==> config.mk <==
export PLATFORM = sky130hd
export DESIGN_NAME = uart_tx_arbiter
export DESIGN_NICKNAME = d
export VERILOG_FILES = /design/src/rtl/uart_tx_arbiter.sv
export SDC_FILE = /design/constraint.sdc
export NUM_CORES = 1
export LEC_CHECK = 0
export CAP_MARGIN = 20
export CORE_ASPECT_RATIO = 1.4
export CORE_MARGIN = 5
export CORE_UTILIZATION = 47
export CTS_CLUSTER_DIAMETER = 60
export DETAILED_ROUTE_END_ITERATION = 16
export PLACE_DENSITY = 0.76
export SLEW_MARGIN = 30
export SYNTH_ARGS = -nofsm -noshare
export SYNTH_HDL_FRONTEND = slang
export SYNTH_SLANG_ARGS = --single-unit
==> constraint.sdc <==
create_clock -name i_clk -period 7.92 [get_ports i_clk]
set_input_delay 1.98 -clock i_clk [delete_from_list [all_inputs] [get_ports i_clk]]
set_output_delay 1.98 -clock i_clk [all_outputs]
set_load 0.01 [all_outputs]
==> src/rtl/uart_tx_arbiter.sv <==
// Round-robin arbiter that shares one UART serializer between N_REQ byte sources.
// A granted byte is latched and held until the frame and its trailing gap have elapsed.
module uart_tx_arbiter #(
    parameter int N_REQ        = 4,
    parameter int DATA_W       = 8,
    parameter int FRAME_CYCLES = 11,
    parameter int GAP_CYCLES   = 1
) (
    input  logic                      i_clk,
    input  logic                      i_rst_n,
    input  logic                      i_en,
    input  logic [N_REQ-1:0]          i_req,
    input  logic [N_REQ*DATA_W-1:0]   i_req_data,
    output logic [N_REQ-1:0]          o_gnt,
    output logic                      o_send,
    output logic [DATA_W-1:0]         o_data,
    output logic                      o_busy,
    output logic [2:0]                o_gnt_idx,
    output logic [15:0]               o_frame_cnt
);

    localparam int T_MAX   = (FRAME_CYCLES > GAP_CYCLES) ? FRAME_CYCLES : GAP_CYCLES;
    localparam int TIMER_W = $clog2(T_MAX) + 1;

    typedef enum logic [1:0] {
        S_IDLE,
        S_SEND,
        S_WAIT,
        S_GAP
    } state_t;

    state_t               r_state, r_state_next;
    logic [TIMER_W-1:0]   r_timer, r_timer_next;
    logic [N_REQ-1:0]     r_gnt, r_gnt_next;
    logic                 r_send, r_send_next;
    logic [DATA_W-1:0]    r_data, r_data_next;
    logic                 r_busy, r_busy_next;
    logic [2:0]           r_gnt_idx, r_gnt_idx_next;
    logic [15:0]          r_frame_cnt, r_frame_cnt_next;

    logic [7:0]           w_req_pad;
    logic [DATA_W-1:0]    w_bytes [8];
    logic [3:0]           w_cand;
    logic                 w_found;
    logic [2:0]           w_winner;

    assign w_req_pad = 8'(i_req);

    // Unused slots read as zero so the winner index can address a fixed 8-entry table.
    generate
        for (genvar gi = 0; gi < 8; gi++) begin : g_bytes
            if (gi < N_REQ) begin : g_used
                assign w_bytes[gi] = i_req_data[gi*DATA_W +: DATA_W];
            end else begin : g_pad
                assign w_bytes[gi] = '0;
            end
        end
    endgenerate

    // Scan starts one past the last winner so the previous owner has lowest priority.
    always_comb begin
        w_found  = 1'b0;
        w_winner = '0;
        w_cand   = '0;
        for (int k = 1; k <= N_REQ; k++) begin
            w_cand = {1'b0, r_gnt_idx} + 4'(k);
            if (w_cand >= 4'(N_REQ)) begin
                w_cand = w_cand - 4'(N_REQ);
            end
            if (!w_found && w_req_pad[w_cand[2:0]]) begin
                w_found  = 1'b1;
                w_winner = w_cand[2:0];
            end
        end
    end

    always_comb begin
        r_state_next     = r_state;
        r_timer_next     = r_timer;
        r_gnt_next       = '0;
        r_send_next      = 1'b0;
        r_data_next      = r_data;
        r_busy_next      = r_busy;
        r_gnt_idx_next   = r_gnt_idx;
        r_frame_cnt_next = r_frame_cnt;
        case (r_state)
            S_IDLE: begin
                if (i_en && w_found) begin
                    r_data_next    = w_bytes[w_winner];
                    for (int i = 0; i < N_REQ; i++) begin
                        r_gnt_next[i] = (w_winner == 3'(i));
                    end
                    r_gnt_idx_next = w_winner;
                    r_send_next    = 1'b1;
                    r_busy_next    = 1'b1;
                    r_state_next   = S_SEND;
                end
            end
            S_SEND: begin
                r_timer_next     = TIMER_W'(FRAME_CYCLES - 1);
                r_frame_cnt_next = r_frame_cnt + 16'd1;
                r_state_next     = S_WAIT;
            end
            S_WAIT: begin
                if (r_timer == '0) begin
                    r_timer_next = TIMER_W'(GAP_CYCLES - 1);
                    r_state_next = S_GAP;
                end else begin
                    r_timer_next = r_timer - 1'b1;
                end
            end
            S_GAP: begin
                if (r_timer == '0) begin
                    r_busy_next  = 1'b0;
                    r_state_next = S_IDLE;
                end else begin
                    r_timer_next = r_timer - 1'b1;
                end
            end
            default: begin
                r_state_next = S_IDLE;
                r_busy_next  = 1'b0;
            end
        endcase
    end

    always_ff @(posedge i_clk or negedge i_rst_n) begin
        if (!i_rst_n) begin
            r_state     <= S_IDLE;
            r_timer     <= '0;
            r_gnt       <= '0;
            r_send      <= 1'b0;
            r_data      <= '0;
            r_busy      <= 1'b0;
            r_gnt_idx   <= 3'(N_REQ - 1);
            r_frame_cnt <= '0;
        end else begin
            r_state     <= r_state_next;
            r_timer     <= r_timer_next;
            r_gnt       <= r_gnt_next;
            r_send      <= r_send_next;
            r_data      <= r_data_next;
            r_busy      <= r_busy_next;
            r_gnt_idx   <= r_gnt_idx_next;
            r_frame_cnt <= r_frame_cnt_next;
        end
    end

    assign o_gnt       = r_gnt;
    assign o_send      = r_send;
    assign o_data      = r_data;
    assign o_busy      = r_busy;
    assign o_gnt_idx   = r_gnt_idx;
    assign o_frame_cnt = r_frame_cnt;

endmodule

* Word level (Yosys, flattened, before mapping)
Cells that the tools add are included.
** Storage, ports and cells
- Output and inout port bits :: 33
- Register bits :: 40
- Bits of input ports :: 39
** Cells by class
- Mux-type cells :: 37
- Add/sub/neg operators :: 10
- Equal/unequal tests :: 10
- Bitwise operators :: 1
- Reductions and logical operators :: 16
- Order comparisons :: 9
** Operators by type and width (number)
- $bmux 8 s3 :: 1
- $mux 3 :: 8
- $add 16x1->16 const B :: 1
- $ge 4x3->1 const B :: 4
- $lt 3x4->1 const B :: 4
- $mux 8 :: 2
- $pmux 5 s3 :: 1
- $bmux 1 s3 :: 4
- $mux 1 :: 12
- $sub 3x3->3 const B :: 4
- $mux 5 :: 2
- $add 3x2->4 const B :: 2
- $mux 4 :: 2
- $ne 2x2->1 const B :: 4
- $pmux 2 s4 :: 1
- $eq 3x2->1 const B :: 2
- $mux 2 :: 3
- $reduce_and 3->1 :: 2
- $logic_not 5->1 :: 1
- $sub 5x1->5 const B :: 1
- $add 3x1->4 const B :: 1
- $add 3x3->4 const B :: 1
- $eq 2x2->1 const B :: 2
- $ge 4x4->1 const B :: 1
- other kinds (11) :: 17

* Longest topological paths before layout
Gate-level depths: netlist of the first run.
- Word-level depth :: 19
- Gate-level depth with buffers :: 11
- Gate-level depth less buffers :: 8

* Worst setup path after synthesis of the first run
No wires, ideal clock.
- Kind :: input-to-reg
- From :: input port i_req[0]
- To :: register r_data[6], in the netlist o_data[6]
- Setup slack :: 4083 ps
- Required time :: 7788 ps
- Library setup time :: 132 ps
- Cell stages on the path :: 7
- Data arrival time :: 3705 ps
- Cells stage by stage :: mux4_2 > a2111oi_4 > o31ai_4 > a2bb2oi_2 > buf_6 > mux2i_1 > o221ai_2
** On the way
- Word-level cells in the longest chain between the ends :: 16
- Elaborated cells between the ends (all ways) :: 28
** Ends and longest elaborated chain
- start: declaration :: line 12 : input logic [N_REQ-1:0] i_req,
- $bmux 1 s3 :: line 70 : if (!w_found && w_req_pad[w_cand[2:0]]) begin
- $mux 1 (not written as such) :: line 70
- $mux 1 :: line 70
- $logic_not 1->1 :: line 70
- $logic_and 1x1->1 :: line 70
- $mux 1 :: line 70
- $logic_not 1->1 :: line 70
- $logic_and 1x1->1 :: line 70
- $mux 1 :: line 70
- $logic_not 1->1 :: line 70
- $logic_and 1x1->1 :: line 70
- $mux 3 :: line 70
- $not 3->4 (not written as such) :: line 89 : r_data_next = w_bytes[w_winner];
- $bmux 8 s3 :: line 89
- $mux 8 (not written as such) (2 in series) :: line 89
- end signal: assignment :: line 142 : r_data <= r_data_next;
- end: declaration :: line 36 : logic [DATA_W-1:0] r_data, r_data_next;
Several ways; a longest one is shown, not always the timed one. The select of a mux whose other input is x is not followed.
A chain may end at the register's enable or synchronous reset.

* Worst setup path in the final report of the first run
- From :: input port i_req[3]
- To :: register r_data[6], in the netlist o_data[6]
Same word-level chain as after synthesis.

==> qor.txt, run 1 <==
Layout Nets: 372
residual antenna-violating net count after detailed routing: 0
type of element launching the critical path: primary input
Die Width: 72.1 um
series of cell instances along the critical path: clkdlybuf4s50_1, mux4_2, a2111oi_4, o31ai_4, a2bb2oi_2, mux2i_1, o221ai_2
r2r worst-path depth: 8
Net Count, Synth: 304
total power divided by cell area: 363 nW/um2
cts bufs inserted: 5
number of placement rows: 31
end of the worst register-to-register path: o_data[3]
number of global-route vias before repair: 2296
post-synthesis instance area: 2530 um2
headroom to the max-slew limit: 0.515
most used flip-flop cell after synthesis: sky130_fd_sc_hd__dfrtp_1
length of the first detailed-routing pass in iterations: 4
critical hold path startpoint: o_frame_cnt[15]
Worst R2R Start: o_gnt_idx[0]
Total Die Area: 6980 um2
buffers from clock root to sink, at most: 2
vertical die dimension: 96.9 um
critical path class: in -> reg
minimum period implied by the final worst setup slack: 4540 ps
number of H-tree levels: 2
post-detailed-route via-to-cell ratio: 5.71
post-layout utilization of the core: 0.650
commonest non-fill, non-tap cell in the layout: sky130_fd_sc_hd__clkdlybuf4s50_1
max-cap violation count: 0
critical path data required time: 8070 ps
fraction of synthesis flops using an asynchronous set or reset pin: 1.00
endpoint of the worst hold path: o_frame_cnt[15]
routed vias: 2233
final cycle utilization of the critical path: 0.573
Synth Register Bits: 40
delay of the slowest cell on the worst path: 580 ps
outcome: complete, no violations
maximum achievable frequency: 220 MHz
largest net degree at the start of global routing: 41
critical-path cell with the highest stage delay: sky130_fd_sc_hd__a2bb2oi_2
pins over their slew limit: 0
Fin. Hold Viols: 0
RSZ-0062 raised after global routing: false
Fin Setup TNS: 0 ps
clock input transition at the sequential cells of the worst setup and hold paths: 70 ps
worst hold path depth: 1
average footprint of a synthesized cell: 9.90 um2
combined global-route utilization of all metal layers: 0.174
number of placed I/O pins: 72
global-route wire length before repair: 10100 um
clock net sink count: 40
total inserted antenna cells: 0
worst min path class: reg -> reg
total half-perimeter wirelength after legalization and detailed placement: 4750 um
CTS-repair resized insts: 0
Least-Margin Pin Slew: 727 ps
Setup Slack @ Placement: 2960 ps
Crit Path Max Fanout: 11
worst-case setup margin in the final layout: 3380 ps
antenna violations before repair: 0
drt initial violations: 106
commonest cells after routing, fill and taps aside: sky130_fd_sc_hd__clkdlybuf4s50_1 (70), sky130_fd_sc_hd__dfrtp_1 (38), sky130_fd_sc_hd__inv_1 (25)
overall routed net length: 6080 um
post-route worst hold slack: 475 ps
drt drc: 0
nature of the critical path endpoint: register
initial standard-cell utilization of the core: 0.488
average routed wire per standard cell: 15.6 um
clock latency reported for the late side of the worst-skew pair: 280 ps
arrival time reported for the critical path endpoint: 4680 ps
Seq/Total Area, Yosys: 0.396
leakage power of the design: 1.40 nW
Layout area overhead: 33.3%
reg-to-reg slack, setup: 3860 ps
worst IR drop on VDD: 0.290 mV
Final setup viols: 0
Port Buf Inserts: 71
Distinct cells, synth: 50
placer's final routability congestion estimate: 0.950
hold_buf cts: 0
number of flops mapped to enable cells by yosys: 0
setup fix buffers added after clock tree synthesis: 0
share of post-route cells with drive strength above 1: 0.0800
Floorplan Core Area: 5200 um2
total global routing overflow: 0
final clock skew: 5.76 ps
number of warnings printed during yosys synthesis: 0
CTS Root Buffer Type: sky130_fd_sc_hd__clkbuf_8
CTS tree: done
Syn Inst Count: 256
post-route total power: 0.00123 W
## power breakdown
group          total, W  switching (W)  internal [W]
sequential     0.000358      0.0000857      0.000273
clock          0.000136      0.0000652     0.0000711
combinational  0.000733       0.000386      0.000346
total           0.00123       0.000537      0.000690
## worst max-delay path by stage
stage,start,end,cells after the start
after floorplan,i_req[0],o_data[6],7
after global placement,i_req[2],o_data[3],7
after detailed placement,i_req[0],o_data[3],7
after CTS,i_req[0],o_data[3],7
after global routing,i_req[3],o_data[6],7
final,i_req[3],o_data[6],7
## through the flow
step                cell area [um2]  std cells
global placement               3280        383
global route                   3380        391
CTS                            3370        391
detailed placement             3280        383
floorplan                      2530        256
finish                         3380        391
## cells by family (layout without fill, tap and decap cells)
family / after synthesis / count (layout) / synth area share
AOI/OAI and AO/OA: 66 / 66 / 0.229
xor gates and xnor gates: 16 / 16 / 0.0553
adders and majority gates: 9 / 9 / 0.0444
buffers and inverters: 36 / 105 / 0.0602
DFF: 40 / 40 / 0.396
muxes: 17 / 17 / 0.0740
and+or+nand+nor: 72 / 72 / 0.141
## cells in the mapped netlist (3+ instances only)
| library cell | instances | area share |
|---|---|---|
| sky130_fd_sc_hd__a21oi_1 | 3 | 0.0059 |
| sky130_fd_sc_hd__a32oi_1 | 8 | 0.028 |
| sky130_fd_sc_hd__and3_1 | 5 | 0.012 |
| sky130_fd_sc_hd__clkbuf_1 | 7 | 0.010 |
| sky130_fd_sc_hd__dfrtp_1 | 38 | 0.38 |
| sky130_fd_sc_hd__ha_1 | 9 | 0.044 |
| sky130_fd_sc_hd__inv_1 | 25 | 0.037 |
| sky130_fd_sc_hd__mux2_2 | 4 | 0.018 |
| sky130_fd_sc_hd__mux2i_1 | 12 | 0.047 |
| sky130_fd_sc_hd__nand2_1 | 12 | 0.018 |
| sky130_fd_sc_hd__nand2b_1 | 7 | 0.017 |
| sky130_fd_sc_hd__nand3_1 | 5 | 0.0099 |
| sky130_fd_sc_hd__nand4_1 | 6 | 0.015 |
| sky130_fd_sc_hd__nor2_1 | 22 | 0.033 |
| sky130_fd_sc_hd__nor2b_1 | 4 | 0.0099 |
| sky130_fd_sc_hd__nor3_1 | 4 | 0.0079 |
| sky130_fd_sc_hd__o2111ai_1 | 8 | 0.028 |
| sky130_fd_sc_hd__o21ai_0 | 11 | 0.022 |
| sky130_fd_sc_hd__o221ai_1 | 6 | 0.021 |
| sky130_fd_sc_hd__o221ai_2 | 3 | 0.018 |
| sky130_fd_sc_hd__o32a_1 | 7 | 0.028 |
| sky130_fd_sc_hd__xnor2_1 | 14 | 0.048 |
## layout make-up
class                           instances  area, um2
Fill cell                             462       1820
Multi-Input combinational cell        180       1390
Sequential cell                        40       1000
Timing Repair Buffer                   72        716
Inverter                               25       93.8
Clock buffer                            8       90.1
Tap cell                               66       82.6
## state kept, by name, summed over array words and instances (netlist names)
register and count:
o_frame_cnt 16, o_data 8, r_timer 5, o_gnt 4
o_gnt_idx 3, r_state 2, o_busy 1, o_send 1
## metal layers
layer | track usage | part of all wire | vias to the layer above
met4 | 0.0478 | 0.014 | 0
met3 | 0.0332 | 0.049 | 11
met5 | 0 | 0 | -
li1 | - | - | 1080
met2 | 0.326 | 0.54 | 74
met1 | 0.194 | 0.40 | 1068
## critical path: cells and delay by family
kind / cells / cell delay (ps)
compound gates: 4 / 1340
buf+inv: 1 / 510
mux: 2 / 850
Power figures use the tool's default switching activity.
==> run 2, diff against run 1 <==
--- a/config.mk
+++ b/config.mk
@@ -8,10 +8,10 @@
 export CAP_MARGIN = 20
 export CORE_ASPECT_RATIO = 1.4
 export CORE_MARGIN = 5
-export CORE_UTILIZATION = 47
+export CORE_UTILIZATION = 43
 export CTS_CLUSTER_DIAMETER = 60
 export DETAILED_ROUTE_END_ITERATION = 16
-export PLACE_DENSITY = 0.76
+export PLACE_DENSITY = 0.73
 export SLEW_MARGIN = 30
 export SYNTH_ARGS = -nofsm -noshare
 export SYNTH_HDL_FRONTEND = slang
==> constraint.sdc (replaced) <==
create_clock -name i_clk -period 4.1 [get_ports i_clk]
set_input_delay 1.025 -clock i_clk [delete_from_list [all_inputs] [get_ports i_clk]]
set_output_delay 1.025 -clock i_clk [all_outputs]
set_load 0.01 [all_outputs]
==> run 2 against run 1 <==
Compared with the run above:
- via count grew 2.0%
- critical path depth increased by 1
- clock skew is 2.8 ps higher
- non-clock buffer count is 6 higher
- worst setup slack lost 2700 ps
- design area grew 1.9%
- utilization shrank 5.4 points
- register-to-register slack got worse by 3000 ps
- routed wire length rose by 8.5%
- sequential cell count stayed put
==> qor.txt, run 2 (synthesis gave the netlist of run 1 again) <==
clock input transition at the sequential cells of the worst setup and hold paths: 80 ps (about the same)
Layout area overhead: 35.9%
clock net sink count: 40 (unchanged)
pins over their slew limit: 0 (unchanged)
power spent charging and discharging nets: 0.00109 W (+100%)
commonest non-fill, non-tap cell in the layout: sky130_fd_sc_hd__clkdlybuf4s50_1
placer's final routability congestion estimate: 0.929 (-2.2%)
Floorplan Core Area: 5780 um2 (+11%)
Net Sw Frac: 0.434 (-0.00388)
Fin. Hold Viols: 0 (unchanged)
Port Buf Inserts: 71 (unchanged)
endpoint of the worst hold path: o_frame_cnt[15]
Final setup viols: 0 (unchanged)
critical hold path startpoint: o_frame_cnt[15]
average routed wire per standard cell: 16.5 um (+5.8%)
overall routed net length: 6600 um (+8.5%)
worst min path class: reg -> reg
total power divided by cell area: 731 nW/um2 (+100%)
maximum achievable frequency: 296 MHz
number of placement rows: 33 (+6.5%)
delay of the slowest cell on the worst path: 550 ps (-30 ps)
leakage power of the design: 1.44 nW (+2.8%)
clock network fraction of total power: 0.135 (+0.024)
RSZ-0062 raised after global routing: false
buffers from clock root to sink, at most: 2 (unchanged)
worst hold path depth: 1 (unchanged)
total global routing overflow: 0 (unchanged)
Final Instance Area: 3440 um2 (+1.9%)
end of the worst register-to-register path: o_data[2]
Gate power share: 0.611 (+0.014)
cts bufs inserted: 5 (unchanged)
combined global-route utilization of all metal layers: 0.189 (+0.0150)
CTS-repair resized insts: 0 (unchanged)
number of H-tree levels: 2 (unchanged)
length of the first detailed-routing pass in iterations: 5 (+1)
Total Die Area: 7550 um2 (+8.1%)
CTS Root Buffer Type: sky130_fd_sc_hd__clkbuf_8
Pint: 0.00143 W (+110%)
critical path class: in -> reg
antenna violations before repair: 0 (unchanged)
Area after DPL: 3330 um2 (+1.3%)
arrival time reported for the critical path endpoint: 3530 ps (-1150 ps)
global-route wire length before repair: 11300 um (+12%)
r2r worst-path depth: 9 (+1)
filler cell count: 551 (+19%)
Least-Margin Pin Slew: 645 ps (-81.9 ps)
final clock skew: 8.58 ps (+2.82 ps)
hold_buf cts: 0 (unchanged)
Layout Nets: 378 (+1.6%)
residual antenna-violating net count after detailed routing: 0 (unchanged)
Crit Path Max Fanout: 9 (-2)
sequential share of power: 0.254 (-0.038)
post-detailed-route via-to-cell ratio: 5.68 (-0.57%)
max-cap violation count: 0 (unchanged)
drt initial violations: 169 (+59%)
commonest cells after routing, fill and taps aside: sky130_fd_sc_hd__clkdlybuf4s50_1 (70), sky130_fd_sc_hd__dfrtp_1 (38), sky130_fd_sc_hd__inv_1 (25)
number of flip-flops under the largest register name: 16 (unchanged)
outcome: complete, no violations
Die Width: 74.9 um (+3.9%)
final cycle utilization of the critical path: 0.824
Worst R2R Start: o_gnt_idx[1]
initial standard-cell utilization of the core: 0.439 (-0.0492)
largest net degree at the start of global routing: 41 (unchanged)
Fin Setup TNS: 0 ps (unchanged)
setup fix buffers added after clock tree synthesis: 0 (unchanged)
total half-perimeter wirelength after legalization and detailed placement: 4990 um (+5.0%)
vertical die dimension: 101 um (+4.1%)
series of cell instances along the critical path: clkdlybuf4s50_1, mux4_2, a2111oi_4, o31ai_4, a2bb2oi_2, buf_4, mux2i_1, o221ai_1
critical-path cell with the highest stage delay: sky130_fd_sc_hd__mux4_2
minimum period implied by the final worst setup slack: 3380 ps
clock latency reported for the late side of the worst-skew pair: 300 ps (+20 ps)
reg-to-reg slack, setup: 830 ps (-3030 ps)
drt drc: 0 (unchanged)
CTS tree: done
type of element launching the critical path: primary input
headroom to the max-slew limit: 0.566 (+0.0506)
critical path data required time: 4250 ps (-3820 ps)
total inserted antenna cells: 0 (unchanged)
number of global-route vias before repair: 2391 (+4.1%)
worst IR drop on VDD: 0.558 mV (+92%)
routed vias: 2277 (+2.0%)
share of post-route cells with drive strength above 1: 0.0967 (+0.0167)
number of placed I/O pins: 72 (unchanged)
nature of the critical path endpoint: register
## run 2: changes by cell type in the layout (fill, tap and decap cells not counted), sizes merged
cell and delta:
bufinv +1, buf +6, clkbuf -3, clkinvlp +1, inv +1
## run 2: final cells by class
class | instances | area [um2] | area share
clock buffers | 5 | 68.8 | 0.0200
clock inverters | 3 | 46.3 | 0.0134
well taps | 70 | 87.6 | 0.0254
inverters | 25 | 93.8 | 0.0272
flip-flops and latches | 40 | 1000 | 0.291
repair buffers | 78 | 761 | 0.221
multi-input cells | 180 | 1380 | 0.402
## run 2: routing by layer
metal	routed length, um	GRT usage
met1	2670	0.238
met2	3520	0.327
met3	328	0.0289
met4	82	0.0589
met5	0	0
## run 2: how the worst max path moves through the flow
stage,startpoint,endpoint,cells past startpoint
3_3_place_gp,i_req[3],o_data[6],8
5_1_grt,i_req[1],o_data[1],8
4_1_cts,i_req[1],o_data[2],8
3_5_place_dp,i_req[1],o_data[7],8
2_1_floorplan,o_gnt_idx[0],o_data[6],11
6_report,i_req[1],o_data[2],8
## run 2: worst max-delay path, delay by kind of cell
family                 cells  cell delay, ps
AO/OA/AOI/OAI              4            1000
multiplexers               2             760
buffers and inverters      2             720
## run 2: power groups by stage
| stage | clock [W] | combinational (W) | sequential, W |
|---|---|---|---|
| 5_1_grt | 0.000362 | 0.00168 | 0.000660 |
| 3_3_place_gp | 0 | 0.00151 | 0.000640 |
| 6_report | 0.000339 | 0.00154 | 0.000640 |
| 4_1_cts | 0.000347 | 0.00154 | 0.000640 |
| 3_5_place_dp | 0 | 0.00153 | 0.000645 |
| 2_1_floorplan | 0 | 0.00100 | 0.000664 |
## run 2: through the flow
| step | util | std cells | hold slack (ps) | power, W | setup WS [ps] |
|---|---|---|---|---|---|
| global route | 0.596 | 401 | 495 | 0.00270 | 583 |
| floorplan | - | 256 | 475 | 0.00167 | 1170 |
| finish | 0.596 | 401 | 474 | 0.00252 | 720 |
| CTS | 0.595 | 401 | 481 | 0.00252 | 723 |
| detailed placement | 0.576 | 393 | 469 | 0.00217 | 410 |
| global placement | 0.576 | 393 | 463 | 0.00215 | 493 |
==> run 3, diff against run 2 <==
--- a/config.mk
+++ b/config.mk
@@ -8,10 +8,10 @@
 export CAP_MARGIN = 20
 export CORE_ASPECT_RATIO = 1.4
 export CORE_MARGIN = 5
-export CORE_UTILIZATION = 43
+export CORE_UTILIZATION = 47
 export CTS_CLUSTER_DIAMETER = 60
 export DETAILED_ROUTE_END_ITERATION = 16
-export PLACE_DENSITY = 0.73
+export PLACE_DENSITY = 0.76
 export SLEW_MARGIN = 30
 export SYNTH_ARGS = -nofsm -noshare
 export SYNTH_HDL_FRONTEND = slang
==> constraint.sdc (replaced) <==
create_clock -name i_clk -period 3.13 [get_ports i_clk]
set_input_delay 0.7825 -clock i_clk [delete_from_list [all_inputs] [get_ports i_clk]]
set_output_delay 0.7825 -clock i_clk [all_outputs]
set_load 0.01 [all_outputs]
==> run 3 against run 2 <==
Compared with the run above:
- via count up 3.0%
- routed wire length down 3.8%
- total power up 30%
- sequential power up 33%
- final cell count up 1.2%
- critical path depth up 1
- sequential cell count unchanged
- critical path type is now reg -> reg
==> qor.txt, run 3 (synthesis gave the netlist of run 1 again) <==
outcome: complete, no violations
Fin Setup TNS: 0 ps (unchanged)
Floorplan Core Area: 5200 um2 (-10%)
delay of the slowest cell on the worst path: 620 ps (+70 ps)
drt initial violations: 124 (-27%)
critical path data required time: 3300 ps (-950 ps)
antenna violations before repair: 0 (unchanged)
Layout Nets: 387 (+2.4%)
critical path class: reg -> reg
clock input transition at the sequential cells of the worst setup and hold paths: 80 ps (about the same)
CTS tree: done
global-route wire length before repair: 10700 um (-5.0%)
critical-path cell with the highest stage delay: sky130_fd_sc_hd__dfstp_2
total power divided by cell area: 937 nW/um2 (+28%)
Crit Path Max Fanout: 10 (+1)
drt drc: 0 (unchanged)
combined global-route utilization of all metal layers: 0.187 (-0.00258)
buffers from clock root to sink, at most: 2 (unchanged)
routed vias: 2346 (+3.0%)
number of H-tree levels: 2 (unchanged)
number of placed I/O pins: 72 (unchanged)
series of cell instances along the critical path: inv_1, ha_1, mux4_2, a2111oi_4, a311oi_1, buf_4, o32a_1, o2111ai_1, o221ai_2
average routed wire per standard cell: 15.6 um (-5.0%)
Total Die Area: 6980 um2 (-7.5%)
clock latency reported for the late side of the worst-skew pair: 290 ps (about the same)
total global routing overflow: 0 (unchanged)
Least-Margin Pin Slew: 640 ps (-4.69 ps)
post-layout utilization of the core: 0.671 (+0.0750)
CTS-repair resized insts: 0 (unchanged)
commonest non-fill, non-tap cell in the layout: sky130_fd_sc_hd__clkdlybuf4s50_1
Setup Slack @ Placement: -108 ps (-518 ps)
residual antenna-violating net count after detailed routing: 0 (unchanged)
setup fix buffers added after clock tree synthesis: 0 (unchanged)
type of element launching the critical path: register
number of global-route vias before repair: 2337 (-2.3%)
overall routed net length: 6350 um (-3.8%)
Port Buf Inserts: 71 (unchanged)
largest net degree at the start of global routing: 41 (unchanged)
Die Width: 72.1 um (-3.8%)
maximum achievable frequency: 327 MHz
max-cap violation count: 0 (unchanged)
pins over their slew limit: 0 (unchanged)
cts bufs inserted: 5 (unchanged)
share of post-route cells with drive strength above 1: 0.124 (+0.0269)
final cycle utilization of the critical path: 0.977
length of the first detailed-routing pass in iterations: 4 (-1)
final clock skew: 5.55 ps (-3.03 ps)
total half-perimeter wirelength after legalization and detailed placement: 4940 um (-1.0%)
CTS Root Buffer Type: sky130_fd_sc_hd__clkbuf_8
worst IR drop on VDD: 0.681 mV (+22%)
post-detailed-route via-to-cell ratio: 5.78 (+1.8%)
Final setup viols: 0 (unchanged)
arrival time reported for the critical path endpoint: 3220 ps (-310 ps)
leakage power of the design: 1.48 nW (+2.8%)
worst min path class: in -> async
number of flip-flops under the largest register name: 16 (unchanged)
Fin. Hold Viols: 0 (unchanged)
filler cell count: 455 (-17%)
hold_buf cts: 0 (unchanged)
post-route total power: 0.00327 W (+30%)
number of placement rows: 31 (-6.1%)
nature of the critical path endpoint: register
headroom to the max-slew limit: 0.570 (+0.00381)
Layout area overhead: 37.6%
vertical die dimension: 96.9 um (-3.9%)
worst-case setup margin in the final layout: 73.4 ps (-646 ps)
placer's final routability congestion estimate: 0.956 (+2.9%)
minimum period implied by the final worst setup slack: 3060 ps
clock net sink count: 40 (unchanged)
RSZ-0062 raised after global routing: false
total inserted antenna cells: 0 (unchanged)
initial standard-cell utilization of the core: 0.488 (+0.0492)
commonest cells after routing, fill and taps aside: sky130_fd_sc_hd__clkdlybuf4s50_1 (70), sky130_fd_sc_hd__dfrtp_1 (38), sky130_fd_sc_hd__inv_1 (25)
[run 3: cell types whose count changed in the layout (fill, tap and decap cells not counted)]
cell                         previous run  this run
sky130_fd_sc_hd__bufinv_16              1         0
sky130_fd_sc_hd__inv_6                  1         0
sky130_fd_sc_hd__nand2b_2               0         1
sky130_fd_sc_hd__clkinvlp_4             1         0
sky130_fd_sc_hd__nand2b_1               7         6
sky130_fd_sc_hd__clkbuf_8               5         6
sky130_fd_sc_hd__buf_4                  8        17
sky130_fd_sc_hd__clkinv_2               0         2
[run 3: worst max-delay path: cells and delay by family, from the launching register on]
kind | cells | cell delay (ps)
AO/OA/AOI/OAI | 5 | 1150
adder cells (fa/ha/maj) | 1 | 430
buffers and inverters | 2 | 320
flip-flops | 1 | 620
multiplexers | 1 | 410
[run 3: final timing paths]
kind,startpoint,endpoint,slack (ps),cells after the start
min in group i_clk,o_frame_cnt[15],o_frame_cnt[15],480,1
min reg2reg,o_frame_cnt[15],o_frame_cnt[15],480,1
max in group asynchronous,i_rst_n,o_gnt_idx[1],2310,1
max,o_gnt_idx[1],o_data[7],70,9
max reg2reg,o_gnt_idx[1],o_data[7],70,9
min,i_rst_n,o_data[7],450,1
[run 3: layout make-up]
cell class | count | area, um2 | area share
Tap cell | 66 | 82.6 | 0.0237
Inverter | 25 | 93.8 | 0.0269
Multi-Input combinational cell | 180 | 1390 | 0.398
Sequential cell | 40 | 1000 | 0.288
Timing Repair Buffer | 87 | 828 | 0.238
Clock buffer | 6 | 82.6 | 0.0237
Clock inverter | 2 | 10.0 | 0.00287
[run 3: power by group]
group	leakage [nW]	switching (W)	internal (W)
Combinational	0.920	0.00107	0.000991
Clock	0.0510	0.000176	0.000176
Sequential	0.509	0.000163	0.000688
Total	1.48	0.00141	0.00185
[run 3: stage by stage]
stage          hold WS (ps)  instance area (um2)  std cells
2_1_floorplan           475                 2530        256
3_3_place_gp            462                 3390        398
3_5_place_dp            482                 3390        398
4_1_cts                 493                 3480        406
5_1_grt                 491                 3490        406
6_report                453                 3490        406
[run 3: layer usage]
layer / global-route usage / share of wire
met3: 0.0301 / 0.055
met1: 0.212 / 0.39
met5: 0 / 0
met2: 0.346 / 0.54
met4: 0.0550 / 0.020
